## src/rtl/alu_issue_unit_pkg.sv

```systemverilog
// rtl/alu_issue_unit_pkg.sv - opcodes, FSM states and flag layout for the ALU issue unit
package alu_issue_unit_pkg;

   localparam logic [1:0] OP_ADD = 2'b00;
   localparam logic [1:0] OP_SUB = 2'b01;
   localparam logic [1:0] OP_CMP = 2'b10;
   localparam logic [1:0] OP_AND = 2'b11;

   localparam int FLAG_EQ = 2;
   localparam int FLAG_GT = 1;
   localparam int FLAG_LT = 0;

   typedef enum logic [1:0] {
      ST_IDLE    = 2'd0,
      ST_SETTLE  = 2'd1,
      ST_CAPTURE = 2'd2
   } state_e;

   function automatic logic [2:0] pack_flags(input logic eq, input logic gt, input logic lt);
      logic [2:0] f;
      f          = 3'b000;
      f[FLAG_EQ] = eq;
      f[FLAG_GT] = gt;
      f[FLAG_LT] = lt;
      return f;
   endfunction

endpackage

```

## src/rtl/alu_issue_unit_op_fifo.sv

```systemverilog
// rtl/alu_issue_unit_op_fifo.sv - synchronous op FIFO, registered flags, no push/pop bypass
module alu_issue_unit_op_fifo #(
   parameter int WIDTH = 10,
   parameter int DEPTH = 4
) (
   input  logic             clk_i,
   input  logic             rst_ni,
   input  logic             push_i,
   input  logic [WIDTH-1:0] wdata_i,
   input  logic             pop_i,
   output logic [WIDTH-1:0] rdata_o,
   output logic             full_o,
   output logic             empty_o
);

   localparam int PTR_W = (DEPTH > 1) ? $clog2(DEPTH) : 1;
   localparam logic [PTR_W-1:0] PTR_ONE  = 1;
   localparam logic [PTR_W:0]   CNT_ONE  = 1;
   localparam logic [PTR_W:0]   CNT_FULL = (PTR_W+1)'(DEPTH);

   logic [WIDTH-1:0] mem_q [DEPTH];
   logic [PTR_W-1:0] wptr_q, rptr_q;
   logic [PTR_W:0]   count_q;
   logic             do_push, do_pop;

   assign full_o  = (count_q == CNT_FULL);
   assign empty_o = (count_q == '0);
   assign do_push = push_i && !full_o;
   assign do_pop  = pop_i && !empty_o;
   assign rdata_o = mem_q[rptr_q];

   always_ff @(posedge clk_i) begin
      if (do_push) begin
         mem_q[wptr_q] <= wdata_i;
      end
   end

   // DEPTH is a power of two, so pointers wrap by natural overflow
   always_ff @(posedge clk_i or negedge rst_ni) begin
      if (!rst_ni) begin
         wptr_q  <= '0;
         rptr_q  <= '0;
         count_q <= '0;
      end else begin
         if (do_push) wptr_q <= wptr_q + PTR_ONE;
         if (do_pop)  rptr_q <= rptr_q + PTR_ONE;
         if (do_push && !do_pop)      count_q <= count_q + CNT_ONE;
         else if (do_pop && !do_push) count_q <= count_q - CNT_ONE;
      end
   end

endmodule

```

## src/rtl/alu_issue_unit.sv

```systemverilog
// rtl/alu_issue_unit.sv - registered issue/capture stage around a combinational 4-bit ALU
module alu_issue_unit
   import alu_issue_unit_pkg::*;
#(
   parameter int DATA_W        = 4,
   parameter int DEPTH         = 4,
   parameter int SETTLE_CYCLES = 1
) (
   input  logic              clk_i,
   input  logic              rst_ni,
   input  logic              in_valid_i,
   output logic              in_ready_o,
   input  logic [1:0]        in_op_i,
   input  logic [DATA_W-1:0] in_a_i,
   input  logic [DATA_W-1:0] in_b_i,
   output logic              alu_s0_o,
   output logic              alu_s1_o,
   output logic [DATA_W-1:0] alu_a_o,
   output logic [DATA_W-1:0] alu_b_o,
   input  logic [DATA_W:0]   alu_sum_i,
   input  logic              alu_eq_i,
   input  logic              alu_gt_i,
   input  logic              alu_lt_i,
   input  logic [DATA_W-1:0] alu_and_i,
   output logic              out_valid_o,
   input  logic              out_ready_i,
   output logic [1:0]        out_op_o,
   output logic [DATA_W:0]   out_data_o,
   output logic [2:0]        out_flags_o
);

   localparam int ENTRY_W = 2 + 2*DATA_W;
   localparam int CNT_W   = (SETTLE_CYCLES > 1) ? $clog2(SETTLE_CYCLES) : 1;
   localparam logic [CNT_W-1:0] CNT_INIT = CNT_W'(SETTLE_CYCLES - 1);
   localparam logic [CNT_W-1:0] CNT_ONE  = 1;

   state_e              state_q, state_d;
   logic [CNT_W-1:0]    cnt_q, cnt_d;
   logic [1:0]          op_q, op_d;
   logic [DATA_W-1:0]   a_q, a_d, b_q, b_d;
   logic                out_valid_q, out_valid_d;
   logic [1:0]          out_op_q, out_op_d;
   logic [DATA_W:0]     out_data_q, out_data_d;
   logic [2:0]          out_flags_q, out_flags_d;

   logic                fifo_full, fifo_empty, fifo_pop, load_alu;
   logic [ENTRY_W-1:0]  fifo_rdata;
   logic [DATA_W:0]     res_data;
   logic [2:0]          res_flags;

   alu_issue_unit_op_fifo #(
      .WIDTH (ENTRY_W),
      .DEPTH (DEPTH)
   ) u_fifo (
      .clk_i   (clk_i),
      .rst_ni  (rst_ni),
      .push_i  (in_valid_i),
      .wdata_i ({in_op_i, in_a_i, in_b_i}),
      .pop_i   (fifo_pop),
      .rdata_o (fifo_rdata),
      .full_o  (fifo_full),
      .empty_o (fifo_empty)
   );

   assign in_ready_o  = !fifo_full;
   assign alu_s0_o    = op_q[0];
   assign alu_s1_o    = op_q[1];
   assign alu_a_o     = a_q;
   assign alu_b_o     = b_q;
   assign out_valid_o = out_valid_q;
   assign out_op_o    = out_op_q;
   assign out_data_o  = out_data_q;
   assign out_flags_o = out_flags_q;

   always_comb begin
      res_data  = '0;
      res_flags = 3'b000;
      case (op_q)
         OP_ADD, OP_SUB: res_data  = alu_sum_i;
         OP_CMP:         res_flags = pack_flags(alu_eq_i, alu_gt_i, alu_lt_i);
         OP_AND:         res_data  = {1'b0, alu_and_i};
         default:        res_data  = '0;
      endcase
   end

   always_comb begin
      state_d     = state_q;
      cnt_d       = cnt_q;
      op_d        = op_q;
      a_d         = a_q;
      b_d         = b_q;
      out_valid_d = out_valid_q && !out_ready_i;
      out_op_d    = out_op_q;
      out_data_d  = out_data_q;
      out_flags_d = out_flags_q;
      load_alu    = 1'b0;
      fifo_pop    = 1'b0;

      case (state_q)
         ST_IDLE: begin
            if (!fifo_empty) begin
               load_alu = 1'b1;
               state_d  = ST_SETTLE;
            end
         end
         ST_SETTLE: begin
            if (cnt_q == '0) state_d = ST_CAPTURE;
            else             cnt_d   = cnt_q - CNT_ONE;
         end
         ST_CAPTURE: begin
            // a held result must be taken before it can be overwritten
            if (!(out_valid_q && !out_ready_i)) begin
               out_valid_d = 1'b1;
               out_op_d    = op_q;
               out_data_d  = res_data;
               out_flags_d = res_flags;
               if (!fifo_empty) begin
                  load_alu = 1'b1;
                  state_d  = ST_SETTLE;
               end else begin
                  state_d  = ST_IDLE;
               end
            end
         end
         default: state_d = ST_IDLE;
      endcase

      if (load_alu) begin
         fifo_pop = 1'b1;
         op_d     = fifo_rdata[ENTRY_W-1 -: 2];
         a_d      = fifo_rdata[2*DATA_W-1 -: DATA_W];
         b_d      = fifo_rdata[DATA_W-1:0];
         cnt_d    = CNT_INIT;
      end
   end

   always_ff @(posedge clk_i or negedge rst_ni) begin
      if (!rst_ni) begin
         state_q     <= ST_IDLE;
         cnt_q       <= '0;
         op_q        <= '0;
         a_q         <= '0;
         b_q         <= '0;
         out_valid_q <= 1'b0;
         out_op_q    <= '0;
         out_data_q  <= '0;
         out_flags_q <= '0;
      end else begin
         state_q     <= state_d;
         cnt_q       <= cnt_d;
         op_q        <= op_d;
         a_q         <= a_d;
         b_q         <= b_d;
         out_valid_q <= out_valid_d;
         out_op_q    <= out_op_d;
         out_data_q  <= out_data_d;
         out_flags_q <= out_flags_d;
      end
   end

endmodule

```

## config.mk

```make
export PLATFORM = sky130hd
export DESIGN_NAME = alu_issue_unit
export DESIGN_NICKNAME = d
export VERILOG_FILES = /design/src/rtl/alu_issue_unit_pkg.sv /design/src/rtl/alu_issue_unit_op_fifo.sv /design/src/rtl/alu_issue_unit.sv
export SDC_FILE = /design/constraint.sdc
export NUM_CORES = 1
export LEC_CHECK = 0
export CORE_MARGIN = 2
export CORE_UTILIZATION = 40
export CTS_CLUSTER_SIZE = 20
export DETAILED_ROUTE_END_ITERATION = 16
export GPL_ROUTABILITY_DRIVEN = 0
export PLACE_DENSITY = 0.62
export SLEW_MARGIN = 20
export SYNTH_ARGS = -nofsm -noshare
export SYNTH_HDL_FRONTEND = slang
export SYNTH_SLANG_ARGS = --single-unit
```

## constraint.sdc

```tcl
create_clock -name clk_i -period 2.45 [get_ports clk_i]
set_input_delay 0.49 -clock clk_i [delete_from_list [all_inputs] [get_ports clk_i]]
set_output_delay 0.49 -clock clk_i [all_outputs]
set_load 0.01 [all_outputs]
```

==> Word level (Yosys, flattened, before mapping) <==
Memories as Yosys holds them, arrays and structs flattened. A register that Yosys moved wholly into a read port is not among the register bits.
Cells that the tools add are included.
{ "totals": {"reg_bits": 21, "ramBits": 40, "word_cells": 63, "mem_count": 1} }
{ "memory_table": {"columns": ["name", "depth", "width", "rd", "rd_ports_with_merged_regs", "write_ports", "line_no", "text"], "rows": [
  ["u_fifo.mem_q", 4, 10, 1, 1, 1, "alu_issue_unit_op_fifo.sv:21", "logic [WIDTH-1:0] mem_q [DEPTH];"]
]} }
{ "op_classes": {"n_addsub": 5, "eq_ne": 9, "mux": 19, "n_bitwise": 1, "n_reduce_logical": 19} }
{ "op_table": {"columns": ["operator", "n"], "rows": [
  ["two-way mux 1 bit", 10],
  ["one-hot mux 5 bit (2 select lines)", 1],
  ["two-way mux 3 bit", 3],
  ["== test 2 bit (second input constant)", 3],
  ["logical NOT 1 bit", 6],
  ["two-way mux 2 bit", 3],
  ["!= test 2 bit (second input constant)", 3],
  ["one-hot mux 2 bit (3 select lines)", 1],
  ["logical AND 1 bit", 5],
  ["adder 2 x 1 -> 2 bit (second input constant)", 2],
  ["== test 2 x 1 -> 1 bit (second input constant)", 2],
  ["logical NOT 2 bit", 2],
  ["nonzero test 2 bit", 2],
  ["adder 3 x 1 -> 3 bit (second input constant)", 1],
  ["== test 3 bit (second input constant)", 1],
  ["logical NOT 3 bit", 1],
  ["AND reduction 3 bit", 1],
  ["subtractor 3 x 1 -> 3 bit (second input constant)", 1],
  ["one-hot mux 1 bit (2 select lines)", 1],
  ["AND reduction 2 bit", 1],
  ["OR reduction 2 bit", 1],
  ["NOT 1 bit", 1],
  ["subtractor 1 bit (second input constant)", 1]
]} }

==> Depth between registers and ports, before layout <==
{ "logic_depth": {"word_depth": 9, "ltp_mapped": 10, "mapped_depth_nobuf": 9} }

==> Hierarchy <==
From an unflattened synthesis, not the netlist that was laid out.
{ "hier_totals": {"hier_cells": 165, "area_unflattened_um2": 2916.5} }
{ "modules_own_cells": {"columns": ["module", "instances", "cells_per_inst", "area_each_um2"], "rows": [
  ["alu_issue_unit_op_fifo", 1, 88, 1864.3],
  ["alu_issue_unit", 1, 77, 1052.3]
]} }

==> Least setup slack after synthesis <==
Ideal clock, no wire load.
{ "synth_timing": {"kind": "input port to flip-flop", "start": "input port out_ready_i", "end": "register u_fifo.count_q[1]", "setup_ns": 0.125, "arrival_time_ns": 2.078, "t_required_ns": 2.325, "setup_slack_ns": 0.247, "cell_stages": 8, "cell_sequence": "and3b_1 -> nor3_4 -> buf_6 -> inv_1 -> ha_1 -> inv_1 -> fa_1 -> mux2_2"} }
{ "synth_between": {"elab_chain_cells": 9, "elab_cells_between_ends": 11, "cone_classes": "mux (4); reduce/logical (7)"} }
{ "synth_rtl": {"columns": ["item", "line_no", "text"], "rows": [
  ["from (decl)", "alu_issue_unit.sv:26", "input logic out_ready_i,"],
  ["logical NOT 1 bit (*)", "alu_issue_unit.sv:112", "if (!(out_valid_q && !out_ready_i)) begin"],
  ["logical AND 1 bit (*)", "alu_issue_unit.sv:112", null],
  ["two-way mux 1 bit (*)", "alu_issue_unit.sv:112", null],
  ["one-hot mux 1 bit (2 select lines) (*)", "alu_issue_unit.sv:99", "case (state_q)"],
  ["two-way mux 1 bit (*)", "alu_issue_unit.sv:128", "if (load_alu) begin"],
  ["logical AND 1 bit (*)", "alu_issue_unit_op_fifo.sv:29", "assign do_pop = pop_i && !empty_o;"],
  ["logical NOT 1 bit", "alu_issue_unit_op_fifo.sv:47", "if (do_push && !do_pop) count_q <= count_q + CNT_ONE;"],
  ["logical AND 1 bit", "alu_issue_unit_op_fifo.sv:47", null],
  ["two-way mux 3 bit or nonzero test 2 bit (tied branches)", null, null],
  ["to (signal assigned)", "alu_issue_unit_op_fifo.sv:47", null],
  ["to (signal assigned)", "alu_issue_unit_op_fifo.sv:48", "else if (do_pop && !do_push) count_q <= count_q - CNT_ONE;"],
  ["to (decl)", "alu_issue_unit_op_fifo.sv:23", "logic [PTR_W:0] count_q;"]
]} }
Every way passes the cells marked *; elsewhere a longest branch is shown, timed or not.
A chain may end at the register's enable or synchronous reset.

==> Final worst setup path <==
{ "layout_timing": {"start": "input port out_ready_i", "end": "register u_fifo.count_q[2]"} }
The elaborated chain is that of the path after synthesis.

==> flow_metrics.tcl <==
set metrics [dict create \
    vias 1586 \
    grt_pass1_wl_mm 8.01 \
    cts.repair.resized 0 \
    yosysTopAreaCellShare_pct 41.9 \
    drive_above_1_share_pct 23.0 \
    clk_pin_slew_ns 0.07 \
    rows 30 \
    syn_area_um2 2870 \
    vdd_drop_max_v 0.000500 \
    setup-violations-final 0 \
    rsz0062_at_grt "false" \
    syn_nets 195 \
    max-cap-violations 0 \
    start_util_pct 41.8 \
    hold_violations 0 \
    cts_buffer_depth 2 \
    post_cts_buffers 0 \
    overflow 0 \
    cts_made_buffers 9 \
    crit_arrival_ns 2.49 \
    ff_latch_area_um2 1950 \
    first_iter_violations 61 \
    grt_max_degree 31 \
    ys_types 30 \
    p_total_mw 4.76 \
    die_h_um 88.7 \
    cts_max_level 3 \
    diodes 0 \
    preCtsSetupSlack_ns -0.131 \
    async_flop_share_pct 42.9 \
    synth-edff-count 40 \
    cts-root-buf "clkbuf_8" \
    ys_seq_area_share_pct 68.0 \
    leakage_nw 1.45 \
    yosysTopAreaCell "edfxtp_1" \
    syn_inst 163 \
    cts_tree "yes" \
    worst_pin_slew_ns 0.548 \
    dp_hpwl_mm 3.38 \
    ios 48 \
    n_fill_cell 558 \
    period_minus_slack_ns 2.23 \
    ys_warn_count 0 \
    hold_buffers 0 \
    synthToLayoutAreaGrowth_pct 29.9 \
    endpoint_kind "flop" \
    ys.flop_type "edfxtp_1" \
    drcViolationCount 0 \
    synth.most_common_cell "edfxtp_1" \
    maxSlewHeadroom_pct 63.5 \
    worstPathMaxFanout 2 \
    required_ns 2.71 \
    layout.nets 257 \
    grt_usage_pct 14.3 \
    dieArea_um2 7870 \
    path_class "input pin to flop" \
    grt_pass1_vias 1644 \
    first_pass_iters 4 \
    die_x_um 88.7 \
    drv_slew 0 \
    fin_tns_setup_ns 0 \
    fin_ws_ns 0.216 \
    startpoint_type "input pin" \
    powerDensity_nw_per_um2 1280 \
    fin_crit_sh_pct 91.2 \
    max_freq_mhz 448 \
    vias_per_cell 4.87 \
    synth.area.top_cells "edfxtp_1, dfrtp_1, mux4_2" \
    status "completed" \
    synth.ff_latch_count 70 \
    cts_sinks 70 \
    io_buffers 47 \
    clock_latency_ns 0.33 \
    hold_path_class "flop to flop" \
    netlist_top_cells_count "edfxtp_1, dfrtp_1, mux2_2, inv_1" \
    core_area_um2 6870 \
    wl_per_cell_um 15.6 \
    ant_nets 0 \
    skew_ns 0.00673 \
    syn_area_per_cell_um2 17.6 \
    antenna_found_initial 0 \
    wl_mm 5.08 \
    multi_input_area_um2 845 \
]
[sequential cells by signal, summed over array words and instances, names as in the netlist, 2 cells and up]
signal,flops
alu_a_o,4
out_data_o,5
state_q,2
out_op_o,2
alu_b_o,4
op_q,2
out_flags_o,3
u_fifo.wptr_q,2
u_fifo.rptr_q,2
u_fifo.mem_q,40
u_fifo.count_q,3
[cell type report]
class / count / share of cell area [%]
sequential: 70 / 52.4
multi-input combinational: 78 / 22.7
timing repair buffer: 57 / 14.6
clock buffer: 12 / 3.63
tap: 96 / 3.22
clock inverter: 4 / 2.55
inverter: 9 / 0.907
[through the flow]
stage                     instances  hold WS, ns  instance area [um^2]  util [%]
after detailed placement        310        0.494                  3500      50.9
after global placement          310        0.490                  3500      50.9
after global routing            326        0.525                  3730      54.2
after floorplan                 163        0.194                  2870         -
after CTS                       326        0.510                  3730      54.2
final                           326        0.505                  3730      54.2
[where the power goes]
| part | leakage [nW] | internal, mW | switching [mW] |
|---|---|---|---|
| clock network | 0.115 | 0.676 | 0.406 |
| logic | 0.603 | 1.04 | 0.706 |
| registers | 0.728 | 1.65 | 0.276 |
[kinds of logic after synthesis]
group / share of synthesized area (%)
xor+xnor: 1.83
mux: 16.6
buf+inv: 2.53
flops: 68.0
fa+ha+maj: 2.88
compound gates: 2.88
simple gates: 5.28
[metal layers]
metal  global-route usage, %  wire, um
met1                    16.7      2180
met2                    24.3      2530
met3                    4.57       329
met4                    6.20        36
met5                       0         0
[critical path: stages]
cell and delay, ns:
clkdlybuf4s50_1 0.44, and3b_1 0.31, nor3_4 0.06, inv_1 0.06, ha_1 0.16, inv_1 0.06
fa_1 0.43, xor2_1 0.16, nor2_1 0.14, xor2_1 0.17
[cells in the final DEF, fill, tap and decap left out, drive strengths merged, types with 3 or more instances in the layout]
cell / n
and2: 4
buf: 10
bufinv: 3
clkbuf: 12
clkdlybuf4s50: 47
dfrtp: 30
edfxtp: 40
ha: 5
inv: 9
mux2: 18
mux4: 10
nand2: 5
nand3: 4
nor2: 3
o21ai: 8
o31ai: 3
xor2: 4
[final timing paths]
check,startpoint,end,slack (ns),cells past startpoint
worst max register to register,u_fifo.count_q[2],u_fifo.count_q[2],0.38,9
worst min-delay path,out_op_o[0],out_op_o[0],0.51,1
min in group asynchronous,rst_ni,out_flags_o[0],0.55,2
worst min register to register,out_op_o[0],out_op_o[0],0.51,1
max in group asynchronous,rst_ni,out_op_o[0],1.60,2
worst max-delay path,out_ready_i,u_fifo.count_q[2],0.22,10
Power figures use the tool's default switching activity.
